**config.mk**
```make
export PLATFORM = sky130hd
export DESIGN_NAME = lsu
export DESIGN_NICKNAME = d
export VERILOG_FILES = /design/src/rtl/lsu.sv
export SDC_FILE = /design/constraint.sdc
export NUM_CORES = 1
export LEC_CHECK = 0
export CAP_MARGIN = 10
export CORE_MARGIN = 2
export CORE_UTILIZATION = 45
export DETAILED_ROUTE_END_ITERATION = 8
export PLACE_DENSITY_LB_ADDON = 0.12
export SLEW_MARGIN = 20
export SYNTH_ARGS = -nofsm -noshare
export SYNTH_HDL_FRONTEND = slang
export SYNTH_SLANG_ARGS = --single-unit
```
**constraint.sdc**
```tcl
create_clock -name clk -period 5 [get_ports clk]
set_clock_uncertainty 0.1 [all_clocks]
set_input_delay 1 -clock clk [delete_from_list [all_inputs] [get_ports clk]]
set_output_delay 1 -clock clk [all_outputs]
set_load 0.005 [all_outputs]
```
**src/rtl/lsu.sv**
```systemverilog
// Multi-cycle load/store unit: one request at a time, masked memory beats, aligned and extended load data.
// Build option LSU_MISALIGN_SPLIT_EN splits accesses that cross a beat boundary into two beats.
module lsu #(
   parameter int XLEN   = 32,
   parameter int ADDR_W = 32
) (
   input  logic              clk,
   input  logic              rst,
   input  logic              req_valid,
   output logic              req_ready,
   input  logic [ADDR_W-1:0] req_addr,
   input  logic [XLEN-1:0]   req_wdata,
   input  logic              req_is_store,
   input  logic [1:0]        req_size,
   input  logic              req_unsigned,
   output logic              rsp_valid,
   output logic [XLEN-1:0]   rsp_rdata,
   output logic              rsp_err,
   output logic              mem_req_valid,
   input  logic              mem_req_ready,
   output logic [ADDR_W-1:0] mem_addr,
   output logic              mem_we,
   output logic [XLEN/8-1:0] mem_wmask,
   output logic [XLEN-1:0]   mem_wdata,
   input  logic              mem_rsp_valid,
   input  logic [XLEN-1:0]   mem_rdata
);
   localparam int NB  = XLEN / 8;
   localparam int OFF = $clog2(NB);

`ifdef LSU_MISALIGN_SPLIT_EN
   typedef enum logic [2:0] {IDLE, REQ0, WAIT0, REQ1, WAIT1, RESP} state_t;
`else
   typedef enum logic [2:0] {IDLE, REQ0, WAIT0, RESP} state_t;
`endif

   state_t            state;
   logic [ADDR_W-1:0] base_q;
   logic [OFF-1:0]    off_q;
   logic [1:0]        size_q;
   logic              uns_q;
   logic              store_q;
`ifdef LSU_MISALIGN_SPLIT_EN
   logic              split_q;
   logic [NB-1:0]     mask_hi_q;
   logic [XLEN-1:0]   wdata_hi_q;
   logic [XLEN-1:0]   lo_q;
`endif

   logic [OFF-1:0]    req_off;
   logic [2*NB-1:0]   lane_mask;
   logic              size_bad;
   logic              crosses;
   logic              req_err;
`ifndef LSU_MISALIGN_SPLIT_EN
   logic [OFF-1:0]    align_mask;
   logic              misaligned;
`endif

   // Lane mask spans two beats so the spill into the next beat falls out of one shift.
   always_comb begin
      req_off   = req_addr[OFF-1:0];
      size_bad  = (int'(req_size) > OFF);
      lane_mask = '0;
      for (int i = 0; i < NB; i++)
         if (i < (1 << req_size)) lane_mask[i] = 1'b1;
      lane_mask = lane_mask << req_off;
      crosses   = |lane_mask[2*NB-1:NB];
`ifdef LSU_MISALIGN_SPLIT_EN
      req_err   = size_bad;
`else
      align_mask = '0;
      for (int i = 0; i < OFF; i++)
         if (i < int'(req_size)) align_mask[i] = 1'b1;
      misaligned = |(req_off & align_mask);
      req_err    = size_bad | misaligned | crosses;
`endif
   end

   function automatic logic [XLEN-1:0] load_extend(input logic [XLEN-1:0] lo,
                                                   input logic [XLEN-1:0] hi,
                                                   input logic [OFF-1:0]  off,
                                                   input logic [1:0]      size,
                                                   input logic            uns);
      logic [2*XLEN-1:0] both;
      logic [XLEN-1:0]   res;
      logic              sign;
      int                base;
      int                nbits;
      both  = {hi, lo};
      base  = 8 * int'(off);
      nbits = 8 << size;
      sign  = ~uns & both[base + nbits - 1];
      for (int i = 0; i < XLEN; i++)
         res[i] = (i < nbits) ? both[base + i] : sign;
      return res;
   endfunction

   always_ff @(posedge clk or posedge rst) begin
      if (rst) begin
         state         <= IDLE;
         req_ready     <= 1'b1;
         rsp_valid     <= 1'b0;
         rsp_rdata     <= '0;
         rsp_err       <= 1'b0;
         mem_req_valid <= 1'b0;
         mem_addr      <= '0;
         mem_we        <= 1'b0;
         mem_wmask     <= '0;
         mem_wdata     <= '0;
         base_q        <= '0;
         off_q         <= '0;
         size_q        <= '0;
         uns_q         <= 1'b0;
         store_q       <= 1'b0;
`ifdef LSU_MISALIGN_SPLIT_EN
         split_q       <= 1'b0;
         mask_hi_q     <= '0;
         wdata_hi_q    <= '0;
         lo_q          <= '0;
`endif
      end else begin
         case (state)
            IDLE: if (req_valid) begin
               req_ready <= 1'b0;
               base_q    <= {req_addr[ADDR_W-1:OFF], {OFF{1'b0}}};
               off_q     <= req_off;
               size_q    <= req_size;
               uns_q     <= req_unsigned;
               store_q   <= req_is_store;
               if (req_err) begin
                  state     <= RESP;
                  rsp_valid <= 1'b1;
                  rsp_err   <= 1'b1;
                  rsp_rdata <= '0;
               end else begin
                  state         <= REQ0;
                  mem_req_valid <= 1'b1;
                  mem_addr      <= {req_addr[ADDR_W-1:OFF], {OFF{1'b0}}};
                  mem_we        <= req_is_store;
                  mem_wmask     <= req_is_store ? lane_mask[NB-1:0] : '0;
                  mem_wdata     <= req_is_store ? (req_wdata << {req_off, 3'b000}) : '0;
`ifdef LSU_MISALIGN_SPLIT_EN
                  split_q       <= crosses;
                  mask_hi_q     <= req_is_store ? lane_mask[2*NB-1:NB] : '0;
                  wdata_hi_q    <= req_is_store ? (req_wdata >> (XLEN - 8 * int'(req_off))) : '0;
`endif
               end
            end
            REQ0: if (mem_req_ready) begin
               mem_req_valid <= 1'b0;
               state         <= WAIT0;
            end
            WAIT0: if (mem_rsp_valid) begin
`ifdef LSU_MISALIGN_SPLIT_EN
               lo_q <= mem_rdata;
               if (split_q) begin
                  state         <= REQ1;
                  mem_req_valid <= 1'b1;
                  mem_addr      <= base_q + ADDR_W'(NB);
                  mem_wmask     <= mask_hi_q;
                  mem_wdata     <= wdata_hi_q;
               end else
`endif
               begin
                  state     <= RESP;
                  rsp_valid <= 1'b1;
                  rsp_rdata <= store_q ? '0 : load_extend(mem_rdata, '0, off_q, size_q, uns_q);
               end
            end
`ifdef LSU_MISALIGN_SPLIT_EN
            REQ1: if (mem_req_ready) begin
               mem_req_valid <= 1'b0;
               state         <= WAIT1;
            end
            WAIT1: if (mem_rsp_valid) begin
               state     <= RESP;
               rsp_valid <= 1'b1;
               rsp_rdata <= store_q ? '0 : load_extend(lo_q, mem_rdata, off_q, size_q, uns_q);
            end
`endif
            RESP: begin
               rsp_valid <= 1'b0;
               rsp_err   <= 1'b0;
               rsp_rdata <= '0;
               req_ready <= 1'b1;
               state     <= IDLE;
            end
            default: state <= IDLE;
         endcase
      end
   end
endmodule

```
==> out/results.tsv, run 1 <==
metric	value	unit
critical path peak fanout	24	
dominant cell by count in the synthesized netlist	sky130_fd_sc_hd__dfrtp_1	
design area	0.00811	mm2
synth cell count leaders	sky130_fd_sc_hd__dfrtp_1 (110), sky130_fd_sc_hd__mux2_2 (42), sky130_fd_sc_hd__inv_1 (35), sky130_fd_sc_hd__nand2_1 (35), sky130_fd_sc_hd__o21ai_0 (28)	
insertion delay to the later sink of the worst-skew pair	0.34	ns
global-route usage over all layers	23.0	%
register bit count reported by yosys	111	
peak clock frequency supported by timing	277	MHz
unrepaired setup endpoints after global routing	false	
Setup-failing EPs final	0	
crit path capture type	flop	
Hold Violations, Final	0	
period utilisation layout	72.3	%
total negative setup slack	0	ns
number of max-capacitance violations reported	0	
crit path max-delay cell type	sky130_fd_sc_hd__nand4b_1	
Unique masters post-synth	43	
Layout area overhead	43.4	%
crit-path leading delay family	simple AND/OR/NAND/NOR gates	
worst stage delay on the critical path	0.93	ns
status	finished, final reports clean	
die boundary width	116	um
port buffer count	207	
WL/cell	18.1	um
ratio of total power to cell area	557	mW/mm2
WP data arrival	3.76	ns
worst min-delay path category	flop to flop	
worst path required time	5.14	ns
clock-pin slew on the worst setup and hold paths	0.08	ns
number of vias after detailed routing	4525	
TritonCTS clock tree	done	
CP Buf/Inv Count	1	
fraction of layout instances using a drive strength above 1	15.1	%
total global routing overflow	0	
Slew @ Worst Pin	1.14	ns
residual antenna-violating net count after detailed routing	0	
height of the die	116	um
cts bufs inserted	9	
number of diodes added for antenna fixing	0	
biggest area contributors in the synthesized netlist	sky130_fd_sc_hd__dfrtp_1 (49%), sky130_fd_sc_hd__mux4_2 (10%), sky130_fd_sc_hd__mux2_2 (8.4%)	
via density per instance	5.42	
fin cells	835	
final routed wirelength across all metal layers	15100	um
critical-path cell list	clkdlybuf4s50_1, nor3_4, o31ai_4, nand4b_1, o2bb2ai_1	
storage element area	0.00278	mm2
worst setup path category	input port to flop	
P_leak	3.51	nW
starting density of the core	46.5	%
via count of the first global-routing pass	4728	
standard cell core area	0.0122	mm2
overall die area	0.0135	mm2
global-route wire length before repair	23900	um
final-stage net count	777	
cts hold-fix bufs	0	
Clock H-tree levels	3	
Total Power Consumption	4.52	mW
largest vdd supply drop	317	uV
Clock Tree Root	sky130_fd_sc_hd__clkbuf_16	
flip-flop cell with the highest count after synthesis	sky130_fd_sc_hd__dfrtp_1	
maximum number of pins on one net before global-route repair	68	
Mapped Avg Cell Area	12.0	um2
First DRT Iteration DRCs	271	
Placed Instances	819	
Top-Level Pins	210	
post-synthesis instance area	0.00566	mm2
final weighted congestion in routability-driven placement	0.826	
sequential element share of the synthesized area	49.1	%
post-CTS repair timing setup buffer count	0	
Min Clock Period, post-route	3.62	ns
initial antenna violation count	0	
Multi-input gate area	0.00261	mm2
drc violations	0	
detailed placer's ending HPWL	11300	um
number of standard-cell rows in the floorplan	40	
number of clock sinks seen by CTS	111	
share of the synthesized area in the top cell type	48.7	%
max_slew headroom	23.7	%
nature of the critical path startpoint	input port	
filler instances	983	
maximum clock path buffer count	2	
Post-synth EDFFs	0	
library cell occupying the most area in the post-synthesis netlist	sky130_fd_sc_hd__dfrtp_1	
number of warning messages in the yosys log	0	
number of optimization iterations in the first detailed-route pass	4	
Post-Place Cell Area	0.00784	mm2
Mapped Cells	472	
max-slew violation total from the final report	0	
Post-synth ARST share	100	%
post-cts resize count	0	
[stage by stage]
step	hold WS [ns]	util, %	worst slack [ns]
CTS	0.390	66.7	1.44
finish	0.385	66.7	1.38
detailed placement	0.373	64.5	1.11
global placement	0.365	64.5	1.26
global route	0.413	66.7	1.28
floorplan	0.356	-	0.971
[metal layers]
layer  wire length [um]  track usage [%]  up-vias
li1                   -                -     2093
met2               7540             37.6      152
met5                  0                0        -
met4                361             8.57        0
met3               1240             7.47       23
met1               5970             28.9     2257
[state kept, by name, indices dropped and copies added (netlist names), 2 cells and up]
signal / cells
off_q: 2
rsp_rdata: 32
mem_wmask: 4
mem_addr: 30
state: 2
size_q: 2
mem_wdata: 32
[layout make-up]
cell class                 count  share of cell area [%]
timing repair buffer         213                    26.0
tap                          168                    2.59
sequential                   111                    34.3
multi-input combinational    292                    32.1
inverter                      35                    1.65
clock inverter                 7                   0.586
clock buffer                   9                    2.78
[worst min-delay path, delay by kind of cell, from the launching register on]
kind,cells,cell delay (ns)
simple gates,1,0.04
flops,1,0.35
compound gates,1,0.06
[cells by family (layout without fill, tap and decap cells)]
logic type | Yosys count | in the layout | synth area share, %
AO/OA/AOI/OAI | 114 | 114 | 14.4
flip-flops | 111 | 111 | 49.1
multiplexers | 93 | 93 | 22.9
AND/OR/NAND/NOR | 72 | 72 | 5.86
buffers and inverters | 70 | 264 | 5.26
adder cells (fa/ha/maj) | 10 | 10 | 2.21
other | 1 | 2 | 0.0663
XOR/XNOR | 1 | 1 | 0.155
[final timing paths]
kind / end / slack [ns] / from / cells past startpoint
setup / recovery: rsp_rdata[24] / 1.38 / req_addr[1] / 5
hold / removal: mem_wdata[30] / 0.38 / mem_wdata[30] / 2
setup reg to reg: rsp_rdata[30] / 2.08 / off_q[1] / 8
hold reg to reg: mem_wdata[30] / 0.38 / mem_wdata[30] / 2
max in group asynchronous: req_ready / 2.93 / rst / 3
min in group asynchronous: mem_addr[10] / 0.95 / rst / 2
[power breakdown]
part           internal, mW  total, mW  switching (mW)
clock network         0.338      0.669           0.331
logic                  1.34       2.30           0.957
registers              1.29       1.55           0.260
[layout by cell type (no fill, tap or decap), types with 2 or more instances in the layout]
master,n
sky130_fd_sc_hd__a21o_1,2
sky130_fd_sc_hd__mux2i_1,26
sky130_fd_sc_hd__clkbuf_16,9
sky130_fd_sc_hd__conb_1,2
sky130_fd_sc_hd__o2bb2ai_1,24
sky130_fd_sc_hd__nor2b_1,2
sky130_fd_sc_hd__buf_4,6
sky130_fd_sc_hd__dfrtp_1,109
sky130_fd_sc_hd__a22o_1,17
sky130_fd_sc_hd__nor3_1,2
sky130_fd_sc_hd__nand3_1,3
sky130_fd_sc_hd__clkinvlp_4,2
sky130_fd_sc_hd__ha_1,10
sky130_fd_sc_hd__a21oi_1,25
sky130_fd_sc_hd__clkinv_2,3
sky130_fd_sc_hd__nand2b_1,4
sky130_fd_sc_hd__mux4_2,25
sky130_fd_sc_hd__o21ai_0,28
sky130_fd_sc_hd__mux2_2,42
sky130_fd_sc_hd__and3_1,2
sky130_fd_sc_hd__inv_1,34
sky130_fd_sc_hd__nand2_1,35
sky130_fd_sc_hd__nor2_1,17
sky130_fd_sc_hd__clkdlybuf4s50_1,206
sky130_fd_sc_hd__o221ai_1,8
(Power assumes the default switching activity.)
==> inputs of run 2 (changes only) <==
==> constraint.sdc (replaced) <==
create_clock -name clk -period 3.8 [get_ports clk]
set_clock_uncertainty 0.1 [all_clocks]
set_input_delay 0.76 -clock clk [delete_from_list [all_inputs] [get_ports clk]]
set_output_delay 0.76 -clock clk [all_outputs]
set_load 0.005 [all_outputs]
==> run 2 against run 1 <==
  * Register-to-register slack lost 1.1 ns
  * Count of clock-buffer cells in the layout unchanged
  * Flip-flop and latch count stayed put
  * Sequential power increased by 31%
  * First-iteration DRC count decreased by 5.9%
  * Clock power grew 63%
  * Total power increased by 36%
==> out/results.tsv, run 2 (same netlist as run 1, synthesis figures left out) <==
metric	value	unit
number of max-capacitance violations reported	0	
Clock Tree Root	sky130_fd_sc_hd__clkbuf_16	
First DRT Iteration DRCs	255	
status	finished, final reports clean	
worst path required time	3.97	ns
height of the die	116	um
detailed placer's ending HPWL	11300	um
maximum number of pins on one net before global-route repair	62	
total negative setup slack	0	ns
crit path capture type	flop	
P_leak	3.57	nW
global-route usage over all layers	23.2	%
number of standard-cell rows in the floorplan	40	
global-route wire length before repair	24200	um
die boundary width	116	um
number of optimization iterations in the first detailed-route pass	4	
maximum clock path buffer count	2	
overall die area	0.0135	mm2
final setup slack of the worst path	1.00	ns
port buffer count	207	
worst min-delay path category	flop to flop	
final-stage net count	781	
WP data arrival	2.97	ns
via density per instance	5.35	
residual antenna-violating net count after detailed routing	0	
cts hold-fix bufs	0	
Slew @ Worst Pin	0.770	ns
post-CTS repair timing setup buffer count	0	
setup slack at placement	0.775	ns
cts bufs inserted	9	
Layout area overhead	45.7	%
drc violations	0	
unrepaired setup endpoints after global routing	false	
number of diodes added for antenna fixing	0	
Clock H-tree levels	3	
fin cells	839	
period utilisation layout	73.6	%
TritonCTS clock tree	done	
registers with the most flip-flops	mem_wdata: 32 flops, rsp_rdata: 32 flops, mem_addr: 30 flops	
via count of the first global-routing pass	4769	
fraction of layout instances using a drive strength above 1	15.6	%
final weighted congestion in routability-driven placement	0.854	
Top-Level Pins	210	
peak clock frequency supported by timing	358	MHz
max_slew headroom	48.7	%
largest vdd supply drop	389	uV
standard cell core area	0.0122	mm2
number of clock sinks seen by CTS	111	
Setup-failing EPs final	0	
commonest non-fill, non-tap cell in the layout	sky130_fd_sc_hd__clkdlybuf4s50_1	
ratio of total power to cell area	748	mW/mm2
Hold Violations, Final	0	
initial antenna violation count	0	
insertion delay to the later sink of the worst-skew pair	0.35	ns
WL/cell	18.0	um
max-slew violation total from the final report	0	
worst setup path category	flop to flop	
post-cts resize count	0	
final routed wirelength across all metal layers	15100	um
nature of the critical path startpoint	flop	
total global routing overflow	0	
most used cells in the layout excluding fill and tap cells	sky130_fd_sc_hd__clkdlybuf4s50_1 (206), sky130_fd_sc_hd__dfrtp_1 (109), sky130_fd_sc_hd__mux2_2 (42)	
starting density of the core	46.5	%
Min Clock Period, post-route	2.80	ns
filler instances	954	
clock-pin slew on the worst setup and hold paths	0.08	ns
number of vias after detailed routing	4487	
critical path peak fanout	20	
Placed Instances	823	
## run 2: cell count changes in the layout (fill, tap and decap cells not counted), sizes merged
| cell | change |
|---|---|
| buf | +4 |
| bufinv | +3 |
| clkinv | -2 |
| clkinvlp | -1 |
## run 2: critical path, cell delays in order (launching register included)
cell                        delay [ns]
sky130_fd_sc_hd__dfrtp_1          0.75
sky130_fd_sc_hd__inv_1            0.15
sky130_fd_sc_hd__ha_1             0.33
sky130_fd_sc_hd__inv_1            0.04
sky130_fd_sc_hd__ha_1             0.29
sky130_fd_sc_hd__mux4_2           0.23
sky130_fd_sc_hd__and3_1           0.53
sky130_fd_sc_hd__a21oi_1          0.11
sky130_fd_sc_hd__o2bb2ai_1        0.19
## run 2: area by class of cell
cell class	instances	area, um2	area share (%)
multi-input combinational	292	2610	31.6
clock inverter	7	120	1.46
timing repair buffer	217	2170	26.3
sequential	111	2780	33.7
clock buffer	9	225	2.73
inverter	35	134	1.62
tap	168	210	2.55
## run 2: worst paths after layout
path	start	endpoint	slack (ns)	cells past startpoint
worst min register to register	mem_wdata[13]	mem_wdata[13]	0.38	2
min in group asynchronous	rst	mem_addr[18]	0.79	2
worst max register to register	off_q[1]	rsp_rdata[16]	1.00	8
max in group asynchronous	rst	mem_addr[17]	2.05	3
worst min-delay path	mem_wdata[13]	mem_wdata[13]	0.38	2
worst max-delay path	off_q[1]	rsp_rdata[16]	1.00	8
## run 2: per-stage QoR
stage / instance area, um2 / utilization [%] / power (mW) / hold slack [ns]
after floorplan: 5660 / - / 3.61 / 0.356
after global placement: 7900 / 64.9 / 5.02 / 0.362
after detailed placement: 7900 / 64.9 / 5.11 / 0.370
after CTS: 8240 / 67.8 / 6.23 / 0.387
after global routing: 8240 / 67.8 / 6.58 / 0.396
final: 8240 / 67.8 / 6.16 / 0.382
## run 2: routing by layer
| layer | share of wire [%] | vias up | GRT usage, % |
|---|---|---|---|
| li1 | - | 2093 | - |
| met1 | 40 | 2207 | 28.9 |
| met2 | 50 | 159 | 38.4 |
| met3 | 7.8 | 28 | 7.42 |
| met4 | 2.3 | 0 | 8.41 |
| met5 | 0 | - | 0 |
## run 2: report_power, final
group          internal [mW]  total, mW  switching [mW]
Clock                  0.647       1.09           0.443
Combinational           1.78       3.05            1.26
Sequential              1.70       2.03           0.330
